**src/rtl/inst_fetch_pkg.sv**
```systemverilog
// Shared CPU definitions: reset PC, the NOP word, fetch state encoding and
// the exception code for an address error on fetch.
package cpu_defs;

  localparam logic [31:0] RESET_PC = 32'h0000_0000;
  localparam logic [31:0] NOP_INST = 32'h0000_0000;
  localparam logic [4:0]  ADEL     = 5'h04;

  typedef enum logic [1:0] {
    IDLE = 2'd0,
    RUN  = 2'd1,
    ERR  = 2'd2
  } fetch_state_t;

endpackage

```
**src/rtl/inst_fetch_if.sv**
```systemverilog
// Instruction ROM read port: chip enable and byte address out, with a
// combinational read word returned in the same cycle.
interface inst_fetch_if;

  logic        inst_ce;
  logic [31:0] inst_addr;
  logic [31:0] inst_data;

  modport master (output inst_ce, output inst_addr, input inst_data);
  modport slave  (input inst_ce, input inst_addr, output inst_data);

endinterface

```
**src/rtl/inst_fetch_if_id_reg.sv**
```systemverilog
// Generic pipeline register holding PC, instruction, valid and address-error
// flags; bubble takes priority over load, otherwise the contents hold.
module if_id_reg #(
  parameter logic [31:0] NOP_INST = cpu_defs::NOP_INST
) (
  input  logic        clk,
  input  logic        rst,
  input  logic        i_load,
  input  logic        i_bubble,
  input  logic [31:0] i_pc,
  input  logic [31:0] i_inst,
  input  logic        i_valid,
  input  logic        i_adel,
  output logic [31:0] o_pc,
  output logic [31:0] o_inst,
  output logic        o_valid,
  output logic        o_adel
);

  logic [31:0] r_pc;
  logic [31:0] r_inst;
  logic        r_valid;
  logic        r_adel;

  always_ff @(posedge clk or posedge rst) begin
    if (rst) begin
      r_pc    <= 32'h0;
      r_inst  <= NOP_INST;
      r_valid <= 1'b0;
      r_adel  <= 1'b0;
    end else if (i_bubble) begin
      r_inst  <= NOP_INST;
      r_valid <= 1'b0;
      r_adel  <= 1'b0;
    end else if (i_load) begin
      r_pc    <= i_pc;
      r_inst  <= i_inst;
      r_valid <= i_valid;
      r_adel  <= i_adel;
    end
  end

  assign o_pc    = r_pc;
  assign o_inst  = r_inst;
  assign o_valid = r_valid;
  assign o_adel  = r_adel;

endmodule

```
**src/rtl/inst_fetch.sv**
```systemverilog
// Instruction-fetch stage: PC and fetch FSM driving the ROM port, feeding the
// IF/ID register with stall, delayed-branch, flush and misaligned-fetch handling.
module inst_fetch #(
  parameter logic [31:0] RESET_PC = cpu_defs::RESET_PC,
  parameter logic [31:0] NOP_INST = cpu_defs::NOP_INST
) (
  input  logic         clk,
  input  logic         rst,
  input  logic         i_stall,
  input  logic         i_flush,
  input  logic [31:0]  i_flush_pc,
  input  logic         i_branch_taken,
  input  logic [31:0]  i_branch_target,
  inst_fetch_if.master rom,
  output logic [31:0]  o_id_pc,
  output logic [31:0]  o_id_inst,
  output logic         o_id_valid,
  output logic         o_id_adel
);

  import cpu_defs::*;

  fetch_state_t r_state;
  logic [31:0]  r_pc;
  logic         w_aligned;
  logic         w_ifLoad;
  logic         w_ifBubble;
  logic [31:0]  w_ifInst;
  logic         w_ifAdel;

  assign w_aligned     = (r_pc[1:0] == 2'b00);
  assign rom.inst_ce   = (r_state == RUN) && w_aligned;
  assign rom.inst_addr = r_pc;

  // A misaligned PC never reaches the ROM; its IF/ID entry is a NOP tagged with ADEL.
  always_comb begin
    w_ifLoad   = 1'b0;
    w_ifBubble = 1'b0;
    w_ifInst   = rom.inst_data;
    w_ifAdel   = 1'b0;
    case (r_state)
      RUN: begin
        if (i_flush) begin
          w_ifBubble = 1'b1;
        end else if (!i_stall) begin
          w_ifLoad = 1'b1;
          if (!w_aligned) begin
            w_ifInst = NOP_INST;
            w_ifAdel = 1'b1;
          end
        end
      end
      ERR: begin
        w_ifBubble = i_flush || !i_stall;
      end
      default: ;
    endcase
  end

  always_ff @(posedge clk or posedge rst) begin
    if (rst) begin
      r_state <= IDLE;
      r_pc    <= RESET_PC;
    end else begin
      case (r_state)
        IDLE: r_state <= RUN;
        RUN: begin
          if (i_flush) begin
            r_pc <= i_flush_pc;
          end else if (!i_stall) begin
            if (!w_aligned)          r_state <= ERR;
            else if (i_branch_taken) r_pc    <= i_branch_target;
            else                     r_pc    <= r_pc + 32'd4;
          end
        end
        ERR: begin
          if (i_flush) begin
            r_pc    <= i_flush_pc;
            r_state <= RUN;
          end
        end
        default: r_state <= IDLE;
      endcase
    end
  end

  if_id_reg #(.NOP_INST(NOP_INST)) u_if_id (
    .clk      (clk),
    .rst      (rst),
    .i_load   (w_ifLoad),
    .i_bubble (w_ifBubble),
    .i_pc     (r_pc),
    .i_inst   (w_ifInst),
    .i_valid  (1'b1),
    .i_adel   (w_ifAdel),
    .o_pc     (o_id_pc),
    .o_inst   (o_id_inst),
    .o_valid  (o_id_valid),
    .o_adel   (o_id_adel)
  );

endmodule

```
**src/flat_wrapper.sv**
```systemverilog
// flat-port wrapper written by rule: the top's interface ports become plain ports
module inst_fetch_flat import cpu_defs::*;
#(
  parameter logic [31:0] RESET_PC = cpu_defs::RESET_PC,
  parameter logic [31:0] NOP_INST = cpu_defs::NOP_INST
)
  (clk, rst, i_stall, i_flush, i_flush_pc, i_branch_taken, i_branch_target, o_id_pc, o_id_inst, o_id_valid, o_id_adel, rom_inst_ce, rom_inst_addr, rom_inst_data);
  inst_fetch_if rom_i ();
  input  logic clk;
  input  logic rst;
  input  logic i_stall;
  input  logic i_flush;
  input  logic [31:0] i_flush_pc;
  input  logic i_branch_taken;
  input  logic [31:0] i_branch_target;
  output logic [31:0] o_id_pc;
  output logic [31:0] o_id_inst;
  output logic o_id_valid;
  output logic o_id_adel;
  output wire logic [$bits(rom_i.inst_ce)-1:0] rom_inst_ce;
  output wire logic [$bits(rom_i.inst_addr)-1:0] rom_inst_addr;
  input wire logic [$bits(rom_i.inst_data)-1:0] rom_inst_data;
  assign rom_inst_ce = rom_i.inst_ce;
  assign rom_inst_addr = rom_i.inst_addr;
  assign rom_i.inst_data = rom_inst_data;
  inst_fetch #(.RESET_PC(RESET_PC), .NOP_INST(NOP_INST)) u_core (.clk(clk), .rst(rst), .i_stall(i_stall), .i_flush(i_flush), .i_flush_pc(i_flush_pc), .i_branch_taken(i_branch_taken), .i_branch_target(i_branch_target), .rom(rom_i), .o_id_pc(o_id_pc), .o_id_inst(o_id_inst), .o_id_valid(o_id_valid), .o_id_adel(o_id_adel));
endmodule
```
**config.mk**
```make
export PLATFORM = sky130hd
export DESIGN_NAME = inst_fetch_flat
export DESIGN_NICKNAME = d
export VERILOG_FILES = /design/src/rtl/inst_fetch_pkg.sv /design/src/rtl/inst_fetch_if.sv /design/src/rtl/inst_fetch_if_id_reg.sv /design/src/rtl/inst_fetch.sv /design/src/flat_wrapper.sv
export SDC_FILE = /design/constraint.sdc
export NUM_CORES = 1
export LEC_CHECK = 0
export CORE_UTILIZATION = 50
export CTS_BUF_LIST = sky130_fd_sc_hd__clkbuf_2 sky130_fd_sc_hd__clkbuf_4 sky130_fd_sc_hd__clkbuf_8
export DETAILED_ROUTE_END_ITERATION = 10
export MAX_ROUTING_LAYER = met4
export PLACE_DENSITY = 0.89
export RECOVER_POWER = 50
export SLEW_MARGIN = 20
export SYNTH_ARGS = -nofsm -noshare
export SYNTH_HDL_FRONTEND = slang
export SYNTH_HIERARCHICAL = 1
export SYNTH_SLANG_ARGS = --single-unit
```
**constraint.sdc**
```tcl
create_clock -name clk -period 4.95 [get_ports clk]
set_input_delay 0.7425 -clock clk [delete_from_list [all_inputs] [get_ports clk]]
set_output_delay 0.7425 -clock clk [all_outputs]
set_load 0.01 [all_outputs]
```
== After elaboration in Yosys (flattened, before gate mapping) ==
Cells that the tools add are included.
Operators by class
  $add $sub $neg: 1
  equal/unequal tests: 8
  multiplexer cells: 30
  bitwise gates (word level): 1
  reduce and logical (&&, ||, !) cells: 10
Operators by type and width (number)
  32-bit two-way mux: 11
  32-bit one-hot mux with 2 select lines: 1
  32-bit by 3-bit adder with 32-bit output (second input constant): 1
  1-bit two-way mux: 12
  2-bit two-way mux: 4
  2-bit inequality test (second input constant): 4
  4-bit AND reduction: 2
  2-bit one-hot mux with 3 select lines: 1
  2-bit logical NOT: 2
  2-bit nonzero test: 2
  3-bit by 2-bit inequality test with 1-bit output (second input constant): 1
  3-bit inequality test (second input constant): 1
  2-bit by 1-bit == test with 1-bit output (second input constant): 1
  2-bit == test (second input constant): 1
  1-bit one-hot mux with 2 select lines: 1
  2-bit AND reduction: 1
  1-bit logical AND: 1
  1-bit logical NOT: 1
  1-bit logical OR: 1
  1-bit NOT: 1
Storage, ports and cells
  bits in registers: 100
  input port bits: 101
  word-level logic and storage cells: 56

== Depth between registers and ports, before layout ==
  depth after elaboration: 7
  depth in mapped cells: 10

== Cells and area by module ==
The synthesis kept the hierarchy.
Modules (own cells, without submodules)
  if_id_reg: times used 1, cells each 180, area an instance 2697.6 um2
  inst_fetch: times used 1, cells each 329, area an instance 2676.3 um2

== Worst setup path before layout ==
OpenSTA, ideal clock, no wires.
  path type: input port to flip-flop
  start point: in i_flush
  end point: reg u_core.u_if_id.r_pc[0], in the netlist u_core/u_if_id/o_pc[0]
  setup time: 0.125 ns
  arrival time: 2.265 ns
  data required time: 4.825 ns
  setup slack: 2.560 ns
  stages on the path: 9
  cells stage by stage: clkbuf_1 > clkbuf_1 > o21ai_0 > a21boi_0 > buf_2 > nor2b_4 > buf_6 > buf_6 > mux2_4
On the way
  word-level cells in the longest chain between the ends: 4
  elaborated cells between the ends (all ways): 7
  those cells by class: 4 x mux; 1 x bitwise; 2 x reduce/logical
Ends and longest elaborated chain
  from (decl): line flat_wrapper.sv:12  | input logic i_flush;
  1-bit two-way mux or 1-bit logical OR (tied branches): line inst_fetch.sv:43, inst_fetch.sv:54
  1-bit one-hot mux with 2 select lines (*): line inst_fetch.sv:41  | case (r_state)
  named net u_core.w_ifBubble: line inst_fetch.sv:27  | logic w_ifBubble;
  1-bit NOT (no source line) (*)
  2-bit AND reduction (no source line) (*)
  to (signal assigned): line inst_fetch_if_id_reg.sv:36  | r_pc <= i_pc;
  to (decl): line inst_fetch_if_id_reg.sv:20  | logic [31:0] r_pc;
The timed path passes the listed nets; every way through them passes the cells marked *.
A chain may end at the register's enable or synchronous reset.

== Worst setup path after layout ==
  start point: in i_flush
  end point: reg u_core.r_pc[17], in the netlist u_core/rom.inst_addr[17]
On the way
  word-level cells in the longest chain between the ends: 2
  elaborated cells between the ends (all ways): 6
  those cells by class: 3 x eq/ne; 2 x mux; 1 x reduce/logical
Ends and longest elaborated chain
  3-bit by 2-bit inequality test with 1-bit output (no source line), or another cell as far along
  4-bit AND reduction (no source line) or 32-bit one-hot mux with 2 select lines (tied branches)
  to (signal assigned): line inst_fetch.sv:69  | r_pc <= i_flush_pc;
  to (signal assigned): line inst_fetch.sv:72  | else if (i_branch_taken) r_pc <= i_branch_target;
  to (signal assigned): line inst_fetch.sv:73  | else r_pc <= r_pc + 32'd4;
  to (decl): line inst_fetch.sv:24  | logic [31:0] r_pc;
Several ways; a longest one is shown, not always the timed one.

==> metrics.csv <==
metric,value,unit
place_area,7440,sq um
crit_path_end_kind,flop,
synthArstFlopShare,100,%
gr-total-overflow,0,
wl,15400,um
finalHoldViolations,0,
yosys_warnings,6,
path_clk_slew,0.09,ns
synth_area_leaders,"dfrtp_1 (47%), mux2_4 (8.4%), mux2i_1 (7.5%), nor2b_1 (4.0%), nor2_1 (3.6%)",
power.share.sequential,38.2,%
finalCritPeriodShare,67.1,%
io_buffers,199,
h-tree-depth,3,
grt_pass1_vias,4887,
reg2reg_depth,7,
rsz0062_at_grt,no,
path_cells,"clkdlybuf4s50_1, nor3b_4, nand2_1, nor2_1, a22oi_1, o311ai_0",
multiInputGateArea,2680,sq um
postRouteAntennaNets,0,
core_area,10400,sq um
yosys.area.top_type_share,46.6,%
hp-class,flop to flop,
fin_crit,3.32,ns
grt_pass1_wl,24600,um
gp_congestion,0.892,
syn_inst,509,
critPathMaxFanout,21,
violations,"max-capacitance violations, max-slew violations",
comb_power_share,49.6,%
via_count,4843,
p_per_area,538,nW/um^2
synthTopCellsByCount,"dfrtp_1 (100), nor2_1 (52), mux2i_1 (40)",
cts_hold_buf,0,
drc,0,
path_class,primary input to flop,
swShare,38.3,%
boundaryPins,200,
rows,37,
synth_edf_count,0,
die_y,106,um
num-nets-final,798,
fin_ws,1.63,ns
ys_seq_area_share,46.6,%
fmax,301,MHz
hold_path_depth,1,
cts_tree,done,
wl_per_cell,18.5,um
worst_hold_slack,0.511,ns
critical_path_required,5.18,ns
synth_area_leader_cell,dfrtp_1,
ys_types,57,
setup_viol,0,
die_area,11200,sq um
cts.path.max_buffers,2,
seq_area,2500,sq um
cp-start-kind,primary input,
dp_hpwl,11300,um
critical_path_arrival,3.55,ns
antenna_found_initial,0,
ctsResizeCount,0,
pwr-share-clk,12.2,%
first_pass_iters,5,
tightest_slew,1.99,ns
numClockSinks,100,
outcome,"complete, but fails checks",
drive_gt1_share,9.89,%
grt_max_degree,46,
slowest_stage,nor2_1,
cts_made_buffers,9,
setup_tns,0,ns
fillers,701,
synth_nets,614,
slew_headroom,-32.4,%
start_util,51.8,%
internal_power,2.53,mW
postCtsSetupBuffers,0,
ys_ff_latch,100,
max_stage_delay,0.90,ns
synth_ff_type,dfrtp_1,
preCtsSetupSlack,1.27,ns
clock_latency,0.36,ns
final_cell_area,7620,sq um
power_switching,1.57,mW
area_growth,41.9,%
yosysMostFrequentCell,dfrtp_1,
vdd_drop_max,0.000316,V
grt_usage,29.0,%
die_x,106,um
via_per_inst,5.81,
skew,0.0118,ns
maxCapViolations,1,
syn_area,5370,sq um
avgSynthCellArea,10.6,sq um
drv_slew,35,
antennaDiodeCount,0,
p_leak,3.23,nW
cts_root_buf,clkbuf_8,
drt_iter0_drc,541,
==> flip-flops by register name (all words and copies together) (netlist names) <==
signal / count
u_core/rom.inst_addr: 32
u_core/u_if_id/o_pc: 32
u_core/u_if_id/o_adel: 1
u_core/r_state: 2
u_core/u_if_id/o_valid: 1
u_core/u_if_id/o_inst: 32
==> stage by stage <==
stage | power (mW) | std cells | utilization (%)
finish | 4.10 | 834 | 73.5
global route | 4.36 | 834 | 73.5
CTS | 4.18 | 834 | 73.6
detailed placement | 3.66 | 818 | 71.7
global placement | 3.57 | 818 | 71.7
floorplan | 2.60 | 509 | -
==> area by class of cell <==
type                    count  area share, %
clock buffers              13           2.26
repair buffers            207           26.9
flip-flops and latches    100           32.8
multi-input cells         365           35.1
well taps                 136           2.23
clock inverters             3          0.246
inverters                  10          0.492
==> layout by cell type (no fill, tap or decap), drive strengths merged, types with 2 or more instances in the layout <==
| master | instances |
|---|---|
| or2 | 3 |
| xor2 | 8 |
| a41oi | 3 |
| or4 | 2 |
| a222oi | 4 |
| and3 | 6 |
| nand2 | 26 |
| a2bb2oi | 4 |
| o31ai | 3 |
| clkdlybuf4s50 | 149 |
| a21oi | 20 |
| nor3 | 8 |
| o311ai | 7 |
| nand3 | 15 |
| clkinv | 3 |
| dlygate4sd3 | 50 |
| ha | 4 |
| o311a | 2 |
| a22oi | 8 |
| buf | 7 |
| clkbuf | 14 |
| mux2 | 32 |
| nand4 | 9 |
| xnor2 | 4 |
| o21ai | 32 |
| and2 | 2 |
| nor4 | 4 |
| and4 | 2 |
| inv | 10 |
| a32oi | 6 |
| o211ai | 5 |
| a31oi | 5 |
| dfrtp | 100 |
| mux2i | 40 |
| nor2b | 35 |
| nor2 | 52 |
| a221oi | 3 |
==> worst paths after layout <==
check,slack (ns),end,start
hold reg to reg,0.51,u_core/u_if_id/o_pc[14],u_core/u_if_id/o_pc[14]
setup / recovery,1.63,u_core/rom.inst_addr[17],i_flush
hold / removal,0.51,u_core/u_if_id/o_pc[14],u_core/u_if_id/o_pc[14]
max in group asynchronous,2.24,u_core/rom.inst_addr[31],rst
min in group asynchronous,1.04,u_core/u_if_id/o_pc[8],rst
setup reg to reg,2.11,u_core/rom.inst_addr[17],u_core/r_state[1]
==> power by group through the flow <==
stage,Clock (mW),Combinational (mW),Sequential (mW)
2_1_floorplan,0,0.969,1.63
3_3_place_gp,0,2.01,1.55
3_5_place_dp,0,2.08,1.58
4_1_cts,0.512,2.10,1.57
5_1_grt,0.547,2.20,1.61
6_report,0.500,2.03,1.56
==> per-layer routing <==
| layer | track usage (%) | wire length (um) | vias up |
|---|---|---|---|
| li1 | - | - | 2210 |
| met3 | 5.01 | 1300 | 33 |
| met1 | 36.2 | 6270 | 2314 |
| met5 | - | 0 | - |
| met4 | 12.1 | 389 | 0 |
| met2 | 46.6 | 7440 | 286 |
==> logic make-up (layout without fill, tap and decap cells) <==
logic type      count (synthesis)  in the layout  synth area share (%)
compound gates                108            108                  13.5
buf+inv                        44            233                  3.96
mux                            72             72                  16.3
xor+xnor                       12             12                  1.96
other cells                     1              1                0.0698
simple gates                  168            168                  16.7
fa+ha+maj                       4              4                 0.931
flops                         100            100                  46.6
==> worst max-delay path: cells and delay by family <==
family,cells,cell delay (ns)
AND/OR/NAND/NOR,3,1.59
buffers and inverters,1,0.79
AO/OA/AOI/OAI,2,0.43
No activity file was read; power rests on OpenSTA's default activity.
